### src/rtl/dff_ms_write_sequencer_pkg.sv
// Shared types and constants for the master-slave latch bank write sequencer.
package dff_ms_write_sequencer_pkg;

    typedef enum logic [2:0] {
        IDLE,
        MASTER,
        GAP_A,
        SLAVE,
        GAP_B,
        ACK
    } state_t;

    localparam logic [1:0] GRANT_NONE = 2'b00;
    localparam logic [1:0] GRANT_0    = 2'b01;
    localparam logic [1:0] GRANT_1    = 2'b10;

    // Counter must hold the largest reload value of either phase.
    function automatic int cnt_width(input int hold, input int gap);
        int m;
        m = (hold > gap) ? hold : gap;
        return (m < 1) ? 1 : $clog2(m + 1);
    endfunction

endpackage

### src/rtl/dff_ms_write_sequencer_rr_arbiter2.sv
// Two-input round-robin arbiter; the pointer flop favours the requester not served last.
module rr_arbiter2
    import dff_ms_write_sequencer_pkg::*;
(
    input  logic       clk_i,
    input  logic       rst_ni,
    input  logic [1:0] req_i,
    input  logic       update_i,
    input  logic [1:0] served_i,
    output logic [1:0] winner_o
);

    logic ptr_q;

    always_comb begin
        winner_o = GRANT_NONE;
        if (req_i == 2'b11) begin
            winner_o = ptr_q ? GRANT_1 : GRANT_0;
        end else if (req_i[0]) begin
            winner_o = GRANT_0;
        end else if (req_i[1]) begin
            winner_o = GRANT_1;
        end
    end

    always_ff @(posedge clk_i or negedge rst_ni) begin
        if (!rst_ni) begin
            ptr_q <= 1'b0;
        end else if (update_i) begin
            ptr_q <= (served_i == GRANT_0);
        end
    end

endmodule

### src/rtl/dff_ms_write_sequencer.sv
// Write sequencer for a two-rank latch bank: arbitrates, drives non-overlapping
// master/slave enables, verifies readback and acknowledges the winner.
module dff_ms_write_sequencer
    import dff_ms_write_sequencer_pkg::*;
#(
    parameter int WIDTH       = 8,
    parameter int HOLD_CYCLES = 2,
    parameter int GAP_CYCLES  = 1
) (
    input  logic             input_clock1_clk_1,
    input  logic             input_push_button1_rst_n_2,
    input  logic             req0,
    input  logic [WIDTH-1:0] data0,
    output logic             ack0,
    input  logic             req1,
    input  logic [WIDTH-1:0] data1,
    output logic             ack1,
    input  logic [WIDTH-1:0] q_in,
    input  logic             err_clr,
    output logic             master_en,
    output logic             slave_en,
    output logic [WIDTH-1:0] latch_d,
    output logic [1:0]       grant,
    output logic             busy,
    output logic             err
);

    localparam int CW = cnt_width(HOLD_CYCLES, GAP_CYCLES);
    localparam logic [CW-1:0] HOLD_LD = CW'(HOLD_CYCLES - 1);
    localparam logic [CW-1:0] GAP_LD  = CW'(GAP_CYCLES - 1);

    state_t           state_q;
    logic [CW-1:0]    cnt_q;
    logic [1:0]       grant_q;
    logic [WIDTH-1:0] latch_d_q;
    logic             master_en_q;
    logic             slave_en_q;
    logic             ack0_q;
    logic             ack1_q;
    logic             busy_q;
    logic             err_q;

    logic [1:0]       winner;
    logic             mismatch_d;
    logic             arb_update;

    assign arb_update = (state_q == ACK);

    rr_arbiter2 u_arb (
        .clk_i    (input_clock1_clk_1),
        .rst_ni   (input_push_button1_rst_n_2),
        .req_i    ({req1, req0}),
        .update_i (arb_update),
        .served_i (grant_q),
        .winner_o (winner)
    );

    always_comb begin
        mismatch_d = (state_q == GAP_B) && (cnt_q == '0) && (q_in != latch_d_q);
    end

    always_ff @(posedge input_clock1_clk_1 or negedge input_push_button1_rst_n_2) begin
        if (!input_push_button1_rst_n_2) begin
            state_q     <= IDLE;
            cnt_q       <= '0;
            grant_q     <= GRANT_NONE;
            latch_d_q   <= '0;
            master_en_q <= 1'b0;
            slave_en_q  <= 1'b0;
            ack0_q      <= 1'b0;
            ack1_q      <= 1'b0;
            busy_q      <= 1'b0;
            err_q       <= 1'b0;
        end else begin
            // Set dominates a coincident clear.
            err_q <= (err_q & ~err_clr) | mismatch_d;
            case (state_q)
                IDLE: begin
                    if (winner != GRANT_NONE) begin
                        grant_q     <= winner;
                        latch_d_q   <= (winner == GRANT_0) ? data0 : data1;
                        master_en_q <= 1'b1;
                        busy_q      <= 1'b1;
                        cnt_q       <= HOLD_LD;
                        state_q     <= MASTER;
                    end
                end
                MASTER: begin
                    if (cnt_q == '0) begin
                        master_en_q <= 1'b0;
                        cnt_q       <= GAP_LD;
                        state_q     <= GAP_A;
                    end else begin
                        cnt_q <= cnt_q - 1'b1;
                    end
                end
                GAP_A: begin
                    if (cnt_q == '0) begin
                        slave_en_q <= 1'b1;
                        cnt_q      <= HOLD_LD;
                        state_q    <= SLAVE;
                    end else begin
                        cnt_q <= cnt_q - 1'b1;
                    end
                end
                SLAVE: begin
                    if (cnt_q == '0) begin
                        slave_en_q <= 1'b0;
                        cnt_q      <= GAP_LD;
                        state_q    <= GAP_B;
                    end else begin
                        cnt_q <= cnt_q - 1'b1;
                    end
                end
                GAP_B: begin
                    if (cnt_q == '0) begin
                        ack0_q  <= grant_q[0];
                        ack1_q  <= grant_q[1];
                        cnt_q   <= '0;
                        state_q <= ACK;
                    end else begin
                        cnt_q <= cnt_q - 1'b1;
                    end
                end
                ACK: begin
                    ack0_q  <= 1'b0;
                    ack1_q  <= 1'b0;
                    grant_q <= GRANT_NONE;
                    busy_q  <= 1'b0;
                    cnt_q   <= '0;
                    state_q <= IDLE;
                end
                default: begin
                    state_q <= IDLE;
                end
            endcase
        end
    end

    assign ack0      = ack0_q;
    assign ack1      = ack1_q;
    assign master_en = master_en_q;
    assign slave_en  = slave_en_q;
    assign latch_d   = latch_d_q;
    assign grant     = grant_q;
    assign busy      = busy_q;
    assign err       = err_q;

endmodule
### config.mk
export PLATFORM = sky130hd
export DESIGN_NAME = dff_ms_write_sequencer
export DESIGN_NICKNAME = d
export VERILOG_FILES = /design/src/rtl/dff_ms_write_sequencer_pkg.sv /design/src/rtl/dff_ms_write_sequencer_rr_arbiter2.sv /design/src/rtl/dff_ms_write_sequencer.sv
export SDC_FILE = /design/constraint.sdc
export NUM_CORES = 1
export LEC_CHECK = 0
export ABC_AREA = 1
export ABC_CLOCK_PERIOD_IN_PS = 3750
export CAP_MARGIN = 20
export CELL_PAD_IN_SITES_DETAIL_PLACEMENT = 1
export CELL_PAD_IN_SITES_GLOBAL_PLACEMENT = 1
export CORE_ASPECT_RATIO = 1.25
export CORE_MARGIN = 2
export CORE_UTILIZATION = 46
export DETAILED_ROUTE_END_ITERATION = 8
export DONT_BUFFER_PORTS = 1
export GPL_TIMING_DRIVEN = 0
export HOLD_SLACK_MARGIN = 0.08
export PLACE_DENSITY = 0.82
export SETUP_SLACK_MARGIN = 0.05
export SYNTH_ARGS = -nofsm -noshare
export SYNTH_HDL_FRONTEND = slang
export SYNTH_SLANG_ARGS = --single-unit
### constraint.sdc
create_clock -name input_clock1_clk_1 -period 3.75 [get_ports input_clock1_clk_1]
set_clock_uncertainty 0.1 [all_clocks]
set_input_delay 0.5625 -clock input_clock1_clk_1 [delete_from_list [all_inputs] [get_ports input_clock1_clk_1]]
set_output_delay 0.5625 -clock input_clock1_clk_1 [all_outputs]
set_load 0.05 [all_outputs]
==> summary.md, run 1 <==
| Metric | Value |
|---|---|
| Initial DRC count | 17 |
| Crit path launch type | register |
| Fin crit period | 1670 ps |
| CTS sink count | 22 |
| Register share of total power | 55.7% |
| Final net count | 207 |
| Fraction of layout cells with a size suffix above 1 | 12.5% |
| Number of CTS-inserted buffers | 3 |
| Register area | 551 µm² |
| Resized Gates After CTS | 0 |
| CTS tree | yes |
| Number of inserted diodes | 0 |
| Rows | 21 |
| DR pass1 iterations | 4 |
| Comb power frac | 36.1% |
| Power share of the clock group | 8.2% |
| Net Sw Frac | 57.2% |
| Setup TNS | 0 ps |
| Die area | 3190 µm² |
| Worst VDD drop | 434 µV |
| Post-place instance area | 1310 µm² |
| Crit. End Element | output port |
| Net Switching | 0.739 mW |
| Syn_nets | 200 |
| Clk pin slew, worst setup/hold paths | 120 ps |
| Crit path DAT | 1010 ps |
| Max-Cap Viols | 0 |
| Vias in the first global route | 1175 |
| Syn-to-layout area delta | 8.10% |
| Tcrit/Tclk final | 44.6% |
| Fillers | 353 |
| PortBufs | 0 |
| Final instance area | 1370 µm² |
| Die X | 50.9 µm |
| Internal power | 0.552 mW |
| Largest area contributor in the netlist | dfrtp_1 |
| # IOs | 45 |
| Slew Limit Fails | 0 |
| Vias per cell | 5.26 |
| Initial Util | 47.7% |
| GRT Resource Usage Total | 19.8% |
| Synth area leaders | dfrtp_1, nand2_1, inv_1 |
| Root buffer cell | clkbuf_4 |
| Final wirelength | 2960 µm |
| Status | completed |
| Final hold violation count | 0 |
| Most common cell in the netlist | nand2_1 |
| First-pass GRT wire length | 4880 µm |
| Seq cells post-synth | 22 |
| Core area | 2650 µm² |
| Cell variety after synth | 23 |
| Clock buffer depth | 2 |
| Pwr per Cell Area | 943 nW/µm² |
| # DRC | 0 |
| HPWL Detailed | 2280 µm |
| Clk_lat worst skew | 310 ps |
| Slew margin rel. | 64.3% |
| Synth top cells by count | nand2_1, inv_1, dfrtp_1 |
| Antenna violations before repair | 0 |
| Req. time, crit path | 3090 ps |
| H-Tree Depth | 1 |
| Worst Hold Class | in -> reg |
| Async set-reset flop share out of synthesis | 100% |
| RSZ-0062 raised after global routing | false |
| Drt wl/cell | 14.1 µm |
| Post-synth EDFFs | 0 |
| Fin Hold WS | 294 ps |
| Die H | 62.7 µm |
| Yosys top cell area share | 43.5% |
| Synthesized area | 1270 µm² |
| Worst-Margin Slew | 536 ps |
| Fmax | 598 MHz |
| P_leak | 0.736 nW |
| YS warnings | 0 |
| Largest net degree at the start of global routing | 23 |
| Max Fanout on Critical Path | 4 |
| Setup violations, final | 0 |
| Post-route ant nets | 0 |
| Vias | 1105 |
| Total grt overflow | 0 |
| RePlAce Congestion | 0.800 |
| Worst Path Class, Setup | reg -> out |
| Synth Area per Inst | 7.40 µm² |
| Sequential cell area fraction in the yosys report | 43.5% |
| Syn Inst Count | 171 |
| Area of the multi-input gates | 577 µm² |
| Top FF cell, synth | dfrtp_1 |
## area by class of cell
| class | count | share of cell area (%) |
|---|---|---|
| sequential | 22 | 40.2 |
| timing repair buffer | 2 | 2.74 |
| clock buffer | 3 | 1.65 |
| buffer | 2 | 1.65 |
| tap | 34 | 3.11 |
| multi-input combinational | 116 | 42.1 |
| inverter | 31 | 8.50 |
## per-stage QoR
| stage | util (%) | cells | power, mW | worst slack (ps) |
|---|---|---|---|---|
| after CTS | 50.5 | 209 | 1.30 | 2070 |
| after floorplan | - | 171 | 1.07 | 2420 |
| final | 51.6 | 210 | 1.29 | 2080 |
| after global placement | 49.3 | 205 | 1.15 | 2290 |
| after detailed placement | 49.3 | 205 | 1.18 | 2270 |
| after global routing | 51.6 | 210 | 1.39 | 2030 |
## flip-flops by register name, indices dropped and copies added (netlist names)
name         cells
ack1             1
err              1
grant            2
u_arb.ptr_q      1
latch_d          8
cnt_q            2
master_en        1
busy             1
ack0             1
slave_en         1
state_q          3
## final timing paths
| path | start | to | slack (ps) | cells past startpoint |
|---|---|---|---|---|
| max in group asynchronous | input_push_button1_rst_n_2 | master_en | 2670 | 2 |
| worst max register to register | state_q[1] | latch_d[7] | 2260 | 7 |
| worst min register to register | cnt_q[1] | cnt_q[1] | 440 | 2 |
| worst min-delay path | err_clr | err | 290 | 3 |
| worst max-delay path | latch_d[3] | latch_d[3] | 2080 | 0 |
| min in group asynchronous | input_push_button1_rst_n_2 | state_q[0] | 470 | 1 |
## metal layers
metal	share of wire, %	track usage [%]	vias up	wire length, µm
met2	56	39.0	29	1650
met4	1.6	7.43	0	48
met5	0	0	-	0
met3	5.0	4.07	5	148
li1	-	-	540	-
met1	38	19.1	531	1120
## cells by family after synthesis
group / after synthesis / share of synthesized area [%]
flip-flops: 22 / 43.5
AO/OA/AOI/OAI: 30 / 14.3
XOR/XNOR: 3 / 2.08
buffers and inverters: 33 / 11.0
AND/OR/NAND/NOR: 83 / 29.2
## repair_timing
| action | CTS | global route |
|---|---|---|
| hold buffers | 1 | 0 |
| setup buffers | 0 | 0 |
| endpoints found under the hold margin | 22 | 0 |
## power by group through the flow
stage	sequential [mW]	clock, mW	combinational [mW]
floorplan	0.697	0	0.375
global placement	0.719	0	0.436
detailed placement	0.725	0	0.460
CTS	0.719	0.111	0.469
global route	0.735	0.119	0.538
finish	0.718	0.106	0.467
## placed cells by master, fill, tap and decap left out
cell / netlist / routed
a21oi_1: 1 / 1
a21oi_4: 1 / 1
buf_16: 0 / 1
buf_4: 1 / 1
buf_8: 1 / 1
clkbuf_4: 0 / 3
dfrtp_1: 22 / 22
dlygate4sd3_1: 0 / 1
inv_1: 27 / 27
inv_2: 4 / 4
nand2_1: 58 / 58
nand2_2: 3 / 3
nand3_1: 10 / 10
nand3_2: 1 / 1
nand4_1: 1 / 1
nand4_2: 1 / 1
nor2_1: 5 / 5
nor2_2: 2 / 2
nor2_4: 2 / 2
o211ai_1: 1 / 1
o21ai_0: 15 / 15
o21ai_1: 9 / 9
o21ai_2: 1 / 1
o21ai_4: 1 / 1
o31ai_1: 1 / 1
xnor2_1: 3 / 3
Note: power is estimated with default switching activity, not from simulation.
==> run 2, diff against run 1 <==
- ABC_CLOCK_PERIOD_IN_PS: 3750 -> 1500
- CORE_UTILIZATION: 46 -> 39
- PLACE_DENSITY: 0.82 -> 0.74
- clock period: 3.75 -> 1.5 ns (I/O delays scaled with it)
==> summary.md, run 2 (synthesized netlist as in run 1, its figures left out) <==
| Metric | Value |
|---|---|
| Core area | 3170 µm² (+19%) |
| Setup violations, final | 0 (unchanged) |
| DR pass1 iterations | 3 (-1) |
| # DRC | 0 (unchanged) |
| Post-route ant nets | 0 (unchanged) |
| Power share of the clock group | 11.4% (+3.2 points) |
| Initial DRC count | 10 (-7) |
| Worst-Margin Slew | 529 ps (-6.69 ps) |
| Placed cells | 208 (+1.5%) |
| Worst Hold Class | in -> reg |
| Drt wl/cell | 15.4 µm (+9.3%) |
| Net Sw Frac | 53.2% (-4.0 points) |
| CTS tree | yes |
| Net Switching | 1.97 mW (+170%) |
| Register share of total power | 50.1% (-5.6 points) |
| CTS sink count | 22 (unchanged) |
| Die H | 67.7 µm (+8.1%) |
| Finished Layout Cells | 230 (+9.5%) |
| Commonest non-fill, non-tap cell in the layout | nand2_1 |
| RePlAce Congestion | 0.793 (-0.93%) |
| Req. time, crit path | 1540 ps (-1550 ps) |
| Crit path launch type | register |
| Comb power frac | 38.5% (+2.4 points) |
| H-Tree Depth | 1 (unchanged) |
| Root buffer cell | clkbuf_8 |
| Initial Util | 40.0% (-7.7 points) |
| Vias in the first global route | 1209 (+2.9%) |
| Setup TNS | 0 ps (unchanged) |
| P_leak | 0.811 nW (+10%) |
| Syn-to-layout area delta | 23.6% |
| Slew margin rel. | 64.7% (+0.45 points) |
| Die area | 3720 µm² (+17%) |
| Pre-CTS setup slack | 18.2 ps (-2250 ps) |
| Most frequent cells in the layout | nand2_1, inv_1, o21ai_0 |
| HPWL Detailed | 2550 µm (+12%) |
| Worst Path Class, Setup | reg -> reg |
| Largest net degree at the start of global routing | 23 (unchanged) |
| GRT Resource Usage Total | 19.5% (-0.34 points) |
| Status | completed |
| Fraction of layout cells with a size suffix above 1 | 24.4% (+12 points) |
| Crit. End Element | register |
| Max-Cap Viols | 0 (unchanged) |
| Tcrit/Tclk final | 93.6% |
| First-pass GRT wire length | 5150 µm (+5.5%) |
| Die X | 55.0 µm (+7.9%) |
| Setup WS post-layout | 96.6 ps (-1980 ps) |
| Clk pin slew, worst setup/hold paths | 80 ps (-40 ps) |
| Pwr per Cell Area | 2370 nW/µm² (+150%) |
| Clock buffer depth | 2 (unchanged) |
| Final hold violation count | 0 (unchanged) |
| Worst VDD drop | 1200 µV (+180%) |
| Rows | 23 (+9.5%) |
| Total grt overflow | 0 (unchanged) |
| Number of CTS-inserted buffers | 3 (unchanged) |
| Crit path DAT | 1440 ps (+430 ps) |
| Final wirelength | 3550 µm (+20%) |
| Number of inserted diodes | 0 (unchanged) |
| Internal power | 1.73 mW (+210%) |
| # IOs | 45 (unchanged) |
| Final net count | 223 (+7.7%) |
| RSZ-0062 raised after global routing | true |
| Fmax | 713 MHz |
| Vias per cell | 5.07 (-3.7%) |
| Antenna violations before repair | 0 (unchanged) |
| Max Fanout on Critical Path | 10 (+6) |
| Slew Limit Fails | 0 (unchanged) |
| PortBufs | 0 (unchanged) |
| Largest register FFs | 8 (unchanged) |
| Vias | 1165 (+5.4%) |
| Fin crit period | 1400 ps |
| Clk_lat worst skew | 260 ps (-50 ps) |
==> run 2: changes by cell type in the layout (fill, tap and decap cells not counted), sizes merged <==
cell         change
clkbuf           +1
dlygate4sd3      +6
buf             +10
==> run 2: final cells by class <==
class | count | area (µm²)
clock buffer | 4 | 55.1
multi-input combinational | 116 | 589
inverter | 31 | 119
fill | 413 | 1600
timing repair buffer | 18 | 169
buffer | 2 | 22.5
sequential | 22 | 564
tap | 37 | 46.3
==> run 2: layer usage <==
metal	GRT usage, %	vias up	routed length [µm]
li1	-	574	-
met5	0	-	0
met1	20.0	565	1290
met4	8.23	0	44
met3	2.65	4	122
met2	37.5	22	2090
==> run 2: power by group through the flow <==
| stage | Combinational, mW | Clock (mW) | Sequential (mW) |
|---|---|---|---|
| global route | 1.63 | 0.461 | 1.90 |
| CTS | 1.25 | 0.440 | 1.82 |
| floorplan | 0.938 | 0 | 1.74 |
| global placement | 1.10 | 0 | 1.80 |
| detailed placement | 1.17 | 0 | 1.82 |
| finish | 1.42 | 0.424 | 1.85 |
==> run 2: final timing paths <==
check | cells past startpoint | slack (ps) | from | to
max in group asynchronous | 2 | 850 | input_push_button1_rst_n_2 | latch_d[3]
setup reg to reg | 7 | 100 | state_q[1] | latch_d[2]
hold reg to reg | 2 | 460 | cnt_q[1] | cnt_q[1]
hold / removal | 2 | 80 | data1[3] | latch_d[3]
setup / recovery | 7 | 100 | state_q[1] | latch_d[2]
min in group asynchronous | 2 | 280 | input_push_button1_rst_n_2 | slave_en
==> run 2: stage by stage <==
| step | power [mW] | cell area, µm² | utilization [%] | hold slack (ps) |
|---|---|---|---|---|
| 6_report | 3.70 | 1570 | 49.4 | 84.6 |
| 5_1_grt | 3.99 | 1570 | 49.4 | 105 |
| 4_1_cts | 3.51 | 1450 | 45.8 | -457 |
| 3_5_place_dp | 2.99 | 1310 | 41.5 | -170 |
| 3_3_place_gp | 2.90 | 1310 | 41.5 | -170 |
| 2_1_floorplan | 2.68 | 1270 | - | -171 |
==> run 2: repair_timing <==
action | CTS | global route
gates resized for setup | 4 | 13
hold buffers | 6 | 2
setup buffers | 2 | 8
endpoints found under the setup margin | 11 | 17
pin swaps | 1 | 2
endpoints found under the hold margin | 28 | 22
==> run 2: worst max-delay path, stage by stage (launching register included) <==
cell and delay [ps]:
dfrtp_2 460, inv_2 100, nand2_2 70, nor2_4 130
o21ai_4 130, buf_8 160, nand2_1 60, o21ai_1 60
